## src/rtl/lcd_bus_reader.sv

```systemverilog
// Read-side HD44780 bus controller: one RW=1 read cycle per start edge, with optional
// busy-flag polling bounded by POLL_MAX.
module lcd_bus_reader #(
  parameter int CLK_Divide = 16,
  parameter int SETUP_CYC  = 2,
  parameter int HOLD_CYC   = 2,
  parameter int POLL_MAX   = 4095
) (
  input  logic       iCLK,
  input  logic       iRST_N,
  input  logic       iStart,
  input  logic       iRS,
  input  logic       iPoll,
  input  logic       iAbort,
  output logic [7:0] oData,
  output logic       oDone,
  output logic       oTimeout,
  output logic       oBusOwn,
  input  logic [7:0] LCD_DATA_IN,
  output logic       LCD_RS,
  output logic       LCD_RW,
  output logic       LCD_EN
);

  // state | meaning
  // IDLE  | bus released, waiting for a start edge
  // SETUP | RS/RW driven, EN low, address setup time
  // EN_HI | EN high, data sampled on the last cycle
  // HOLD  | EN low, RS/RW held; decides poll retry or finish
  // DONE  | transaction finished, oDone high, new start allowed
  typedef enum logic [2:0] {IDLE, SETUP, EN_HI, HOLD, DONE} state_t;

  localparam int CNT_MAX = (CLK_Divide > SETUP_CYC)
                         ? ((CLK_Divide > HOLD_CYC) ? CLK_Divide : HOLD_CYC)
                         : ((SETUP_CYC > HOLD_CYC) ? SETUP_CYC : HOLD_CYC);
  localparam int CW = $clog2(CNT_MAX + 1);

  localparam logic [CW-1:0] SETUP_LAST = CW'(SETUP_CYC - 1);
  localparam logic [CW-1:0] EN_LAST    = CW'(CLK_Divide - 1);
  localparam logic [CW-1:0] HOLD_LAST  = CW'(HOLD_CYC - 1);
  localparam logic [11:0]   POLL_LIM   = 12'(POLL_MAX);

  state_t        state;
  logic [CW-1:0] cnt;
  logic [11:0]   poll_cnt;
  logic          pre_start;
  logic          poll_q;
  logic          start_edge;
  logic          poll_busy;

  assign start_edge = ~pre_start & iStart;
  // LCD_RS carries the latched register select for the whole transaction
  assign poll_busy  = poll_q & ~LCD_RS & oData[7];

  always_ff @(posedge iCLK or negedge iRST_N) begin
    if (!iRST_N) begin
      state     <= IDLE;
      cnt       <= '0;
      poll_cnt  <= '0;
      pre_start <= 1'b0;
      poll_q    <= 1'b0;
      oData     <= '0;
      oDone     <= 1'b0;
      oTimeout  <= 1'b0;
      oBusOwn   <= 1'b0;
      LCD_RS    <= 1'b0;
      LCD_RW    <= 1'b0;
      LCD_EN    <= 1'b0;
    end else begin
      pre_start <= iStart;
      if (iAbort) begin
        state   <= IDLE;
        cnt     <= '0;
        oDone   <= 1'b0;
        oBusOwn <= 1'b0;
        LCD_RW  <= 1'b0;
        LCD_EN  <= 1'b0;
      end else begin
        case (state)
          IDLE, DONE: begin
            if (start_edge) begin
              state    <= SETUP;
              cnt      <= '0;
              poll_cnt <= '0;
              poll_q   <= iPoll;
              oDone    <= 1'b0;
              oTimeout <= 1'b0;
              oBusOwn  <= 1'b1;
              LCD_RW   <= 1'b1;
              LCD_RS   <= iRS;
            end
          end
          SETUP: begin
            if (cnt == SETUP_LAST) begin
              cnt    <= '0;
              LCD_EN <= 1'b1;
              state  <= EN_HI;
            end else begin
              cnt <= cnt + 1'b1;
            end
          end
          EN_HI: begin
            if (cnt == EN_LAST) begin
              cnt    <= '0;
              LCD_EN <= 1'b0;
              oData  <= LCD_DATA_IN;
              if (poll_cnt != 12'hFFF) poll_cnt <= poll_cnt + 1'b1;
              state  <= HOLD;
            end else begin
              cnt <= cnt + 1'b1;
            end
          end
          HOLD: begin
            if (cnt == HOLD_LAST) begin
              cnt <= '0;
              if (poll_busy && poll_cnt < POLL_LIM) begin
                state <= SETUP;
              end else begin
                if (poll_busy) oTimeout <= 1'b1;
                oDone   <= 1'b1;
                oBusOwn <= 1'b0;
                LCD_RW  <= 1'b0;
                state   <= DONE;
              end
            end else begin
              cnt <= cnt + 1'b1;
            end
          end
          default: state <= IDLE;
        endcase
      end
    end
  end

endmodule

```

## config.mk

```make
export PLATFORM = sky130hd
export DESIGN_NAME = lcd_bus_reader
export DESIGN_NICKNAME = d
export VERILOG_FILES = /design/src/rtl/lcd_bus_reader.sv
export SDC_FILE = /design/constraint.sdc
export NUM_CORES = 1
export LEC_CHECK = 0
export BUFFER_PORTS_ARGS = -buffer_cell sky130_fd_sc_hd__clkbuf_2
export CORE_MARGIN = 4
export CORE_UTILIZATION = 54
export CTS_BUF_LIST = sky130_fd_sc_hd__clkbuf_2 sky130_fd_sc_hd__clkbuf_4 sky130_fd_sc_hd__clkbuf_8
export CTS_CLUSTER_DIAMETER = 200
export CTS_CLUSTER_SIZE = 40
export DETAILED_ROUTE_END_ITERATION = 6
export PLACE_DENSITY_LB_ADDON = 0.3
export SLEW_MARGIN = 20
export SYNTH_ARGS = -nofsm -noshare
export SYNTH_HDL_FRONTEND = slang
export SYNTH_SLANG_ARGS = --single-unit
```

## constraint.sdc

```tcl
create_clock -name iCLK -period 1.75 [get_ports iCLK]
set_input_delay 0.0875 -clock iCLK [delete_from_list [all_inputs] [get_ports iCLK]]
set_output_delay 0.0875 -clock iCLK [all_outputs]
set_load 0.005 [all_outputs]
```

# Word-level counts from Yosys, hierarchy flattened
# Index checks and enable logic that the tools add are counted.
dict set report totals {
  reg_bits 35
  latchBits 0
  ram_bits 0
  rom_bits 0
  input_bits 14
  out_inout_bits 14
  mem_count 0
}
dict set report classes {
  addsub 2
  multipliers 0
  div_mod_pow 0
  magnitude_cmp 1
  n_eq_ne 18
  shifts 0
  mux 34
  bitwise_logic 6
  reduce_logical 17
}
# operator count
set op_table {}
lappend op_table {{2-to-1 mux 12 bit} 3}
lappend op_table {{one-hot mux 12 bit (2 select lines)} 1}
lappend op_table {{2-to-1 mux 5 bit} 4}
lappend op_table {{2-to-1 mux 3 bit} 6}
lappend op_table {{!= test 3 bit, second input constant} 5}
lappend op_table {{one-hot mux 5 bit (3 select lines)} 1}
lappend op_table {{2-to-1 mux 1 bit} 14}
lappend op_table {{adder 12 x 1 -> 12 bit, second input constant} 1}
lappend op_table {{less-than comparator 12 bit, second input constant} 1}
lappend op_table {{!= test 12 bit, second input constant} 1}
lappend op_table {{!= test 2 bit, second input constant} 6}
lappend op_table {{one-hot mux 3 bit (4 select lines)} 1}
lappend op_table {{AND reduction 3 bit} 3}
lappend op_table {{one-hot mux 1 bit (2 select lines)} 4}
lappend op_table {{AND reduction 4 bit} 2}
lappend op_table {{equality test 3 x 2 -> 1 bit, second input constant} 2}
lappend op_table {{AND reduction 6 bit} 1}
lappend op_table {{nonzero test 3 bit} 2}
lappend op_table {{adder 5 x 1 -> 5 bit, second input constant} 1}
lappend op_table {{equality test 5 x 1 -> 1 bit, second input constant} 1}
lappend op_table {{equality test 5 x 4 -> 1 bit, second input constant} 1}
lappend op_table {{AND reduction 5 bit} 1}
lappend op_table {{nonzero test 2 bit} 2}
lappend op_table {{nonzero test 4 bit} 1}
lappend op_table {{other kinds (8)} 13}

# Longest topological paths before layout
dict set report depth {
  depth_word 8
  depth_mapped 9
}

# Worst setup path after synthesis
# No wires, ideal clock.
dict set report synth_timing {
  path_type {reg-to-reg}
  from {register cnt[0]}
  to {register poll_cnt[11]}
  setup_time_ns 0.079
  t_arrival_ns 1.874
  t_required_ns 1.671
  path_slack_ns -0.203
  path_stages_with_launch 10
  path_buffers 1
  period_less_slack_ns 1.953
  cell_sequence {dfrtp_1 > ha_1 > nand3_1 > inv_1 > ha_1 > inv_1 > a31o_4 > buf_6 > a2111oi_4 > mux2i_1}
}
dict set report synth_via {
  elab_chain_cells 3
}
# element line
set synth_lines {}
lappend synth_lines {{from (decl)} 44} ;# logic [CW-1:0] cnt;
lappend synth_lines {{from (signal assigned)} 99} ;# cnt <= cnt + 1'b1;
lappend synth_lines {{from (signal assigned)} 110} ;# cnt <= cnt + 1'b1;
lappend synth_lines {{from (signal assigned)} 126} ;# cnt <= cnt + 1'b1;
lappend synth_lines {{equality test 5 x 4 -> 1 bit} 103} ;# if (cnt == EN_LAST) begin
lappend synth_lines {{!= test 2 bit (no source line)} --}
lappend synth_lines {{AND reduction 5 bit (no source line)} --}
lappend synth_lines {{to (signal assigned)} 107} ;# if (poll_cnt != 12'hFFF) poll_cnt <= poll_cnt + 1'b1;
lappend synth_lines {{to (decl)} 45} ;# logic [11:0] poll_cnt;
# No other way between the ends.
# A chain may end at the register's enable or synchronous reset.

# Worst setup path in the final report
dict set report layout_timing {
  from {register cnt[1]}
  to {register poll_cnt[1]}
}
# The elaborated chain is that of the path after synthesis.

==> key figures <==
Layout
  – Final core occ: 0.713
  – FF+latch area: 876 um^2
  – Multi-input combinational cell area: 0.00118 mm^2
  – Final layout net count: 271
  – Fraction of final layout cells sized beyond drive strength 1: 0.407
  – Filler cells: 275
  – # diodes: 0
  – Final Non-Filler Cells: 301
  – Area growth syn-to-layout: 27.3%

Logic synthesis
  – Mapped Nets: 213
  – Synth top area share: 0.424
  – Number of enable flip-flop cells after synthesis: 0
  – Avg Inst Size Synth: 10.6 um^2
  – Mux contribution to synthesized area: 0.103
  – Synth cell types: 45
  – Largest family of logic cells by synthesized area: simple AND/OR/NAND/NOR gates
  – Synth top cells by count: 35 x dfrtp_1, 28 x nand2_1, 11 x nand2b_1
  – Adder-cell share of the synthesized area: 0.0303
  – Mapped Cells: 194
  – Synth Warn #: 0
  – Synth Area in XOR/XNOR: 0.00424
  – Synth top area cells: dfrtp_1 42%, mux2_2 5.5%, a2111oi_4 5.3%
  – Simple-Gate Fraction of Synth Area: 0.230
  – Asr flop ratio synth: 1.00
  – Synth area leader: dfrtp_1
  – Post-synthesis sequential area ratio: 0.424
  – Most numerous cell in the Yosys netlist: dfrtp_1
  – Mapped Area: 0.00206 mm^2
  – Top FF cell, synth: dfrtp_1
  – Number of synthesized register bits: 35
  – Synth Area in Compound Gates: 0.164

Floorplan
  – Area of the die: 0.00488 mm^2
  – Effective utilization at floorplan: 0.560
  – Die width: 69.8 um
  – Core Footprint: 0.00369 mm^2
  – I/O pin total: 28
  – Num rows: 22
  – Height of the die: 69.8 um

Place
  – DP Cell Count: 286
  – GP Congestion: 0.890
  – PortBufs: 27
  – Final HPWL DP: 3.27 mm

Timing
  – Clk_skew: 9.02 ps
  – Final min period: 1780 ps
  – Final worst path period share: 1.01
  – Hold_ws: 19.4 ps
  – Maximum clock rate: 563 MHz
  – Worst Max-Slew Pin Slew: 571 ps
  – RSZ-0062 raised after global routing: true
  – Hold Fails Final Rpt: 0
  – Final worst setup slack: -25.0 ps
  – Final setup viols: 4
  – Slew Limit Fails: 0
  – Setup tns final: -62.3 ps
  – Max_slew headroom: 0.618

Critical path
  – Crit path largest cell delay: 360 ps
  – Critical Path AT: 1960 ps
  – Worst Setup Path Type: reg -> reg
  – Cell repeated most along the worst path: inv_2
  – Critical path peak fanout: 6
  – CP max stage cell: dfrtp_1
  – Flop2flop setup slack: -30 ps
  – CP endpoint kind: flop
  – Setup crit start kind: flop
  – CP required: 1930 ps
  – Worst path cell trace: ha_2 > nand3_2 > inv_2 > ha_4 > inv_2 > a31o_2 > a21oi_4 > mux2_4

Min path
  – Min-delay worst type: in -> reg

CTS
  – H-tree depth: 2
  – Clk Latency, worst-skew pair: 290 ps
  – Clk buf depth: 2
  – TritonCTS clock tree: yes
  – CTS root buffer: clkbuf_8
  – TritonCTS buffer count: 5
  – TritonCTS Sinks: 35
  – Clock transition at the registers of the reported paths: 70 ps

Run status
  – Failing checks: negative setup slack
  – Outcome: finished, violations left

Detailed routing
  – WL final: 4.56 mm
  – Average routed wire per standard cell: 15.2 um
  – First drt pass iteration count: 4
  – Vias: 1641
  – DR vias/cell: 5.45
  – Initial detailed-routing violation count: 110
  – Routed Antenna Nets: 0
  – DR DRC count: 0

Global routing
  – First-pass GRT wire length: 7.76 mm
  – Total GRT Usage: 0.199
  – Vias in the first global route: 1632
  – Largest net degree at the start of global routing: 36
  – Gr ovfl total: 0
  – Initial antenna violation count: 0

Power and ir drop
  – Peak VDD IR: 476 uV
  – P per Cell Area: 719 mW/mm^2
  – P_leak: 0.00117 uW

Run
  – Max cap viols: 0
-- cell type report --
cell class,instances,share of cell area
clock buffer,6,0.0290
clock inverter,2,0.00476
inverter,8,0.0114
multi-input combinational,143,0.447
sequential,35,0.333
tap,48,0.0228
timing repair buffer,59,0.151
-- placed cells by master (no fill, tap or decap), drive strengths merged, types with 4 or more instances in the layout --
cell         count
a2111oi          4
a211oi           6
a21oi            7
buf             28
clkbuf          33
dfrtp           35
dlygate4sd3      4
ha               5
inv              8
mux2            10
mux2i           10
nand2           28
nand2b          12
nand3            8
nor2             9
nor3             5
o21ai            7
-- logic make-up after synthesis --
kind of cell               after synthesis
adders and majority gates                5
AOI/OAI and AO/OA                       35
buffers and inverters                   17
xor gates and xnor gates                 1
and+or+nand+nor                         81
muxes                                   20
DFF                                     35
-- flip-flops by register name (all words and copies together), names as in the netlist --
register and flops:
LCD_EN 1, LCD_RS 1, LCD_RW 1, cnt 5, oData 8, oDone 1, oTimeout 1, poll_cnt 12
poll_q 1, pre_start 1, state 3
-- metrics by stage --
stage	power, uW	worst slack (ps)	instance area [um^2]
after floorplan	1140	-95.0	2100
after global routing	1980	-130	2630
final	1890	-25.0	2630
after global placement	1280	10.6	2440
after detailed placement	1290	-86.8	2440
after CTS	1890	-14.1	2590
-- repair_timing --
| item | 4_1_cts | 5_1_grt |
|---|---|---|
| pin swaps | 1 | 3 |
| endpoints found under the hold margin | 38 | 0 |
| setup buffers | 0 | 2 |
| endpoints found under the setup margin | 11 | 19 |
| cloned | 1 | 0 |
| gates resized for setup | 3 | 7 |
| hold buffers | 4 | 0 |
-- power breakdown --
part / switching (uW) / total (uW) / internal [uW]
registers: 49.2 / 907 / 857
clock network: 298 / 591 / 293
logic: 201 / 392 / 191
-- path summary, 6_finish.rpt --
| kind | from | end | cells past startpoint |
|---|---|---|---|
| max | cnt[1]$_DFFE_PN0P_ | poll_cnt[1]$_DFFE_PN0P_ | 8 |
| min | LCD_DATA_IN[4] | oData[4]$_DFFE_PN0P_ | 2 |
| max reg2reg | cnt[1]$_DFFE_PN0P_ | poll_cnt[1]$_DFFE_PN0P_ | 8 |
| min reg2reg | poll_q$_DFFE_PN0P_ | poll_q$_DFFE_PN0P_ | 2 |
| max in group asynchronous | iRST_N | poll_cnt[10]$_DFFE_PN0P_ | 3 |
| min in group asynchronous | iRST_N | poll_cnt[3]$_DFFE_PN0P_ | 3 |
-- routing by layer --
layer	share of wire	routed length [um]	track usage
met5	0	0	0
met4	0.011	51	0.0511
met3	0.029	134	0.0435
met2	0.50	2300	0.331
met1	0.45	2080	0.262
-- worst max-delay path: cells and delay by family, from the launching register on --
family,cells,cell delay (ps)
mux,1,310
fa+ha+maj,2,330
buf+inv,2,110
simple gates,1,90
flops,1,360
compound gates,2,470
Power figures use the tool's default switching activity.
